`src/rtl/alarm_input_conditioner.sv`:
```
// Four-switch alarm front end: 2-flop sync, per-switch debounce, one-hot decode.
// Define ALARM_LATCH_EN to latch the first alarm until acknowledged with all switches off.
module alarm_input_conditioner #(
    parameter int unsigned DB_LIMIT = 1000000,
    parameter int unsigned DB_CNT_W = 20
) (
    input  logic       clk,
    input  logic       reset_n,
    input  logic       switch_0,
    input  logic       switch_1,
    input  logic       switch_2,
    input  logic       switch_3,
    input  logic       ack,
    output logic [3:0] alarm_code,
    output logic       alarm_new,
    output logic       alarm_invalid
);

    localparam logic [DB_CNT_W-1:0] LimitM1 = DB_CNT_W'(DB_LIMIT - 1);

    logic [3:0]          raw;
    logic [3:0]          sync1_q, sync2_q;
    logic [3:0]          stable_q, stable_d;
    logic [DB_CNT_W-1:0] cnt_q [4];
    logic [DB_CNT_W-1:0] cnt_d [4];
    logic [2:0]          ones;
    logic [3:0]          cand;
    logic                invalid_d, invalid_q;
    logic [3:0]          code_d, code_q;
    logic                new_d, new_q;

    assign raw = {switch_3, switch_2, switch_1, switch_0};

    // Counter runs only while the synchronized level disagrees with the stable bit.
    always_comb begin
        stable_d = stable_q;
        for (int i = 0; i < 4; i++) begin
            cnt_d[i] = '0;
            if (sync2_q[i] != stable_q[i]) begin
                if (cnt_q[i] == LimitM1) begin
                    stable_d[i] = ~stable_q[i];
                end else begin
                    cnt_d[i] = cnt_q[i] + DB_CNT_W'(1);
                end
            end
        end
    end

    always_comb begin
        ones = 3'd0;
        for (int i = 0; i < 4; i++) begin
            ones = ones + {2'b00, stable_q[i]};
        end
        cand      = (ones == 3'd1) ? stable_q : 4'b0000;
        invalid_d = (ones >= 3'd2);
    end

`ifdef ALARM_LATCH_EN
    typedef enum logic {StIdle, StLatched} state_e;

    state_e state_q, state_d;

    always_comb begin
        state_d = state_q;
        code_d  = code_q;
        unique case (state_q)
            StIdle: begin
                if (cand != 4'b0000) begin
                    state_d = StLatched;
                    code_d  = cand;
                end
            end
            StLatched: begin
                // Release only once the operator acks with every switch settled off.
                if (ack && (stable_q == 4'b0000)) begin
                    state_d = StIdle;
                    code_d  = 4'b0000;
                end
            end
            default: begin
                state_d = StIdle;
                code_d  = 4'b0000;
            end
        endcase
    end

    always_ff @(posedge clk or negedge reset_n) begin
        if (!reset_n) begin
            state_q <= StIdle;
        end else begin
            state_q <= state_d;
        end
    end
`else
    logic unused_ack;
    assign unused_ack = ack;

    always_comb begin
        code_d = cand;
    end
`endif

    assign new_d = (code_d != 4'b0000) && (code_d != code_q);

    always_ff @(posedge clk or negedge reset_n) begin
        if (!reset_n) begin
            sync1_q   <= '0;
            sync2_q   <= '0;
            stable_q  <= '0;
            for (int i = 0; i < 4; i++) begin
                cnt_q[i] <= '0;
            end
            code_q    <= '0;
            new_q     <= 1'b0;
            invalid_q <= 1'b0;
        end else begin
            sync1_q   <= raw;
            sync2_q   <= sync1_q;
            stable_q  <= stable_d;
            for (int i = 0; i < 4; i++) begin
                cnt_q[i] <= cnt_d[i];
            end
            code_q    <= code_d;
            new_q     <= new_d;
            invalid_q <= invalid_d;
        end
    end

    assign alarm_code    = code_q;
    assign alarm_new     = new_q;
    assign alarm_invalid = invalid_q;

endmodule
```
`config.mk`:
```
export PLATFORM = sky130hd
export DESIGN_NAME = alarm_input_conditioner
export DESIGN_NICKNAME = d
export VERILOG_FILES = /design/src/rtl/alarm_input_conditioner.sv
export SDC_FILE = /design/constraint.sdc
export NUM_CORES = 1
export LEC_CHECK = 0
export CORE_MARGIN = 3
export CORE_UTILIZATION = 50
export CTS_CLUSTER_SIZE = 8
export DETAILED_ROUTE_END_ITERATION = 8
export GPL_ROUTABILITY_DRIVEN = 0
export HOLD_SLACK_MARGIN = 0.02
export MAX_ROUTING_LAYER = met4
export PLACE_DENSITY = 0.65
export SLEW_MARGIN = 30
export SYNTH_ARGS = -nofsm -noshare
export SYNTH_HDL_FRONTEND = slang
export SYNTH_SLANG_ARGS = --single-unit
```
`constraint.sdc`:
```
create_clock -name clk -period 3.25 [get_ports clk]
set_clock_uncertainty 0.2 [all_clocks]
set_input_delay 0.325 -clock clk [delete_from_list [all_inputs] [get_ports clk]]
set_output_delay 0.325 -clock clk [all_outputs]
set_load 0.005 [all_outputs]
```
Word-level counts from Yosys, hierarchy flattened
Index checks and enable logic that the tools add are counted.
{ "totals": {"register_bits": 98, "in_bits": 7} }
{ "op_classes": {"eq_ne": 10, "reduce_logical": 6, "order_cmp": 1, "n_bitwise": 4, "n_addsub": 7, "n_mux": 9} }
{ "ops": {"columns": ["cell", "n"], "rows": [
  ["two-way mux 20 bit", 8],
  ["adder 20 x 1 -> 20 bit (second input constant)", 4],
  ["== test 20 bit (second input constant)", 4],
  ["AND reduction 2 bit", 4],
  ["two-way mux 4 bit", 1],
  ["inequality test 1 bit", 4],
  ["inequality test 4 bit", 1],
  ["inverter 1 bit", 4],
  ["nonzero test 4 bit", 1],
  ["adder 2 x 1 -> 3 bit", 1],
  ["adder 3 x 1 -> 3 bit", 1],
  ["== test 3 x 1 -> 1 bit (second input constant)", 1],
  [">= comparator 3 x 2 -> 1 bit (second input constant)", 1],
  ["adder 1 x 1 -> 2 bit", 1],
  ["logical AND 1 bit", 1]
]} }

Longest topological paths before layout
{ "logic_depth": {"word_depth": 7, "mapped_depth": 10, "ltp_nobuf": 10} }

Least setup slack after synthesis
OpenSTA, ideal clock, no wires.
{ "synth_path": {"path_type": "register -> register", "startpoint": "register stable_q[0]", "endpoint": "register new_q, in the netlist alarm_new", "setup_slack_ps": 636, "path_stages_with_launch": 11, "required_time_ps": 2973, "path_buffers": 0, "t_arrival_ps": 2337, "setup_time_ps": 77, "cell_sequence": "dfrtp_1 > inv_1 > fa_1 > inv_1 > ha_1 > inv_1 > ha_1 > or3b_2 > a32oi_1 > mux2i_1 > a21oi_1"} }
{ "synth_between": {"elab_chain_cells": 7} }
{ "synth_rtl": {"columns": ["item", "line", "rtl"], "rows": [
  ["start, declared", "23", "logic [3:0] stable_q, stable_d;"],
  ["start signal, assigned", "119", "stable_q <= stable_d;"],
  ["adder 1 x 1 -> 2 bit", "52", "ones = ones + {2'b00, stable_q[i]};"],
  ["adder 2 x 1 -> 3 bit", "52", null],
  ["adder 3 x 1 -> 3 bit", "52", null],
  ["== test 3 x 1 -> 1 bit", "54", "cand = (ones == 3'd1) ? stable_q : 4'b0000;"],
  ["two-way mux 4 bit (*)", "54", null],
  ["inequality test 4 bit or nonzero test 4 bit (tied branches)", "103", "assign new_d = (code_d != 4'b0000) && (code_d != code_q);"],
  ["logical AND 1 bit (*)", "103", null],
  ["net new_d", "30", "logic new_d, new_q;"],
  ["end signal, assigned", "124", "new_q <= new_d;"],
  ["end, declared", "30", null]
]} }
Mark *: on every way through the listed nets, which the timed path passes. The rest lies on a longest branch.
A chain may end at the register's enable or synchronous reset.

Worst setup path in the final report
Same ends and word-level chain as after synthesis.

==> key figures <==
Run status
  • Status: complete, no violations

Clock network
  • Clock Latency Late Sink: 0.35 ns
  • CTS tree: built
  • Clock Pin Slew Worst Setup and Hold Paths: 0.10 ns
  • Htree depth: 3
  • CTS Root Cell: clkbuf_8
  • Post-CTS Resized: 0
  • CTS buffer count: 9
  • Sink Count: 98
  • Clock buffer depth: 2

Critical path
  • CP Class: reg -> reg
  • Flop-to-flop setup slack: 0.40 ns
  • CP top delay family: adder cells
  • CP required: 3.33 ns
  • Maximum fanout along the worst path: 5
  • CP Capture Type: register
  • CP startpoint: stable_q[0]
  • Crit path cell chain: inv_1, fa_1, inv_1, ha_1, inv_1, ha_1, or3b_2, a32oi_1, mux2i_1, a21oi_1
  • Worst endpoint data arrival time: 2.93 ns
  • Critical-path top delay cell: fa_1
  • Reg2reg start: stable_q[0]
  • Critical path buffer and inverter count: 3
  • CP peak stage delay: 0.54 ns
  • Startpoint Class: register
  • Crit path top cell by count: inv_1

Floorplanning
  • Starting Density: 0.529
  • Core Box Area: 8930 µm²
  • I/O pins: 13
  • DIE WIDTH: 103 µm
  • Die area: 10,700 µm²
  • # rows: 34
  • Die H: 103 µm

Power and ir drop
  • Int Pwr: 1.64 mW
  • Sequential share of power: 0.592
  • Peak supply drop: 267 µV
  • Pwr/cell area: 408 nW/µm²
  • Clock Power Share: 0.372
  • Comb pwr share: 0.036
  • Switching Share: 0.224
  • Sw power: 0.472 mW
  • Leak: 2.07 nW
  • Overall Power: 2.11 mW

Cells and area
  • Fin area: 5170 µm²
  • ANT cells: 0
  • Nets: 502
  • Layout fillers: 777
  • Layout area overhead: 9.48%
  • Share of layout cells above drive strength 1: 0.0732

Synth
  • Synth area leaders: dfrtp_1, xnor2_1, nor2_1
  • Primary FF master, synth: dfrtp_1
  • Sequential area share after synthesis: 0.519
  • Post-synthesis register bit count: 98
  • Synth cell types: 38
  • Number of flops mapped to enable cells by yosys: 0
  • Post-synth top area share: 0.519
  • Cell taking the most area after synthesis: dfrtp_1
  • Synth Area per Inst: 9.99 µm²
  • Synth Instances: 473
  • Mapped Nets: 488
  • Synthesized area: 4720 µm²
  • Async set-reset flop share out of synthesis: 1.00
  • Yosys warns: 0

Timing
  • Setup TNS Final: 0 ns
  • Final Hold Viols: 0
  • Slew Limit Headroom: 0.579
  • RSZ-0062 raised after global routing: false
  • Tcrit/Tclk final: 0.876
  • Slew @ Worst Pin: 0.627 ns
  • Setup violations, final: 0
  • Fin. max-slew vios: 0
  • Hold slack: 0.154 ns
  • Fin crit period: 2.85 ns
  • Max Clk Rate: 351 MHz

Place
  • Post-Place Cell Area: 4970 µm²
  • Hpwl dp: 5.71 mm
  • PortBufs: 11

Drt
  • 1st-iter DRT viols: 74
  • Routed Antenna Nets: 0
  • Remaining DRCs: 0
  • Drt via density: 5.62
  • WL/cell: 14.0 µm
  • TritonRoute pass-1 iters: 4
  • Vias: 3,373
  • Drt total wl: 8.40 mm

GRT
  • GR met1 Demand/Resource: 0.234
  • GRT Total Usage: 0.180
  • GR Overflow Total: 0
  • Vias in the first global route: 3,301
  • Grt met3 use: 0.0449
  • Met2 Resource Use GR: 0.284
  • Initial antenna violation count: 0
  • First-pass GRT wire length: 14.9 mm
  • Grt peak-use layer: met2
  • Pin count of the biggest net entering global routing: 53

Min path
  • Min-Delay Path Class: reg -> reg
  • Worst hold start: sync1_q[0]

Flow run
  • Max Cap Violations: 0
## cell usage in the layout, fill, tap and decap left out, drive strengths merged, types with 2 or more instances in the layout
cell,instances
or3,19
nor4b,6
buf,6
nand3,29
dfrtp,98
mux2,4
xnor2,34
clkinv,2
and2,5
xor2,19
nand4,15
nor2,61
clkdlybuf4s50,10
o21ai,16
a21oi,27
and4,3
or4,12
nor4,13
inv,25
ha,7
o31ai,15
and3,12
nand2,21
or4b,2
clkbuf,12
nor3,7
## path summary, 6_finish.rpt
check                      depth (start not counted)         end
max                                               10   alarm_new
min                                                0  sync2_q[0]
max reg2reg                                       10   alarm_new
min reg2reg                                        0  sync2_q[0]
max in group asynchronous                          3   cnt_q[27]
min in group asynchronous                          2   cnt_q[73]
## per-stage QoR
step                 util  std cells  setup slack [ns]
floorplan               -        473             0.636
global placement    0.556        583             0.514
detailed placement  0.556        583             0.433
CTS                 0.579        600             0.391
global route        0.579        600             0.206
finish              0.579        600             0.404
## power by group through the flow
stage / clock network, mW / logic, mW / registers [mW]
after floorplan: 0 / 0.0354 / 1.27
after global placement: 0 / 0.0773 / 1.27
after detailed placement: 0 / 0.0780 / 1.27
after CTS: 0.816 / 0.0793 / 1.25
after global routing: 0.862 / 0.0899 / 1.25
final: 0.786 / 0.0758 / 1.25
## timing repair
action | CTS | global route
hold endpoints to repair | 46 | 0
hold buffers | 1 | 0
buffers inserted | 0 | 0
## registers in the layout, summed over array words and instances, names as in the netlist
signal / cells
alarm_code: 4
alarm_invalid: 1
alarm_new: 1
cnt_q: 80
stable_q: 4
sync1_q: 4
sync2_q: 4
## metal layers
layer / up-vias / wire length, µm
li1: 1699 / -
met1: 1635 / 4120
met2: 33 / 3980
met3: 6 / 206
met4: 0 / 86
met5: - / 0
## synthesized netlist by cell type (2+ instances only)
master and number:
dfrtp_1 98, nor2_1 61, xnor2_1 34, a21oi_1 26
nand3_1 26, inv_1 25, nand2_1 21, or3_1 19
xor2_1 19, nand4_1 15, o31ai_1 15, o21ai_0 14
nor4_1 13, and3_1 11, or4_1 11, buf_2 7
clkbuf_1 7, ha_1 7, nor3_1 7, nor4b_1 6
and2_1 5, mux2_2 4, and4_1 3, nand3_2 3
o21ai_1 2, or4b_2 2
## layout make-up
cell class | instances | area, µm² | share of cell area
Inverter | 25 | 93.8 | 0.0181
Tap cell | 108 | 135 | 0.0261
Clock buffer | 12 | 145 | 0.0281
Sequential cell | 98 | 2450 | 0.474
Timing Repair Buffer | 17 | 168 | 0.0324
Clock inverter | 4 | 51.3 | 0.00992
Multi-Input combinational cell | 336 | 2130 | 0.411
## logic make-up after synthesis
| logic type | share of synthesized area |
|---|---|
| adder cells (fa/ha/maj) | 0.0228 |
| multiplexers | 0.0117 |
| AO/OA/AOI/OAI | 0.0739 |
| XOR/XNOR | 0.0983 |
| flip-flops | 0.519 |
| buffers and inverters | 0.0328 |
| AND/OR/NAND/NOR | 0.242 |
Note: power is estimated with default switching activity, not from simulation.
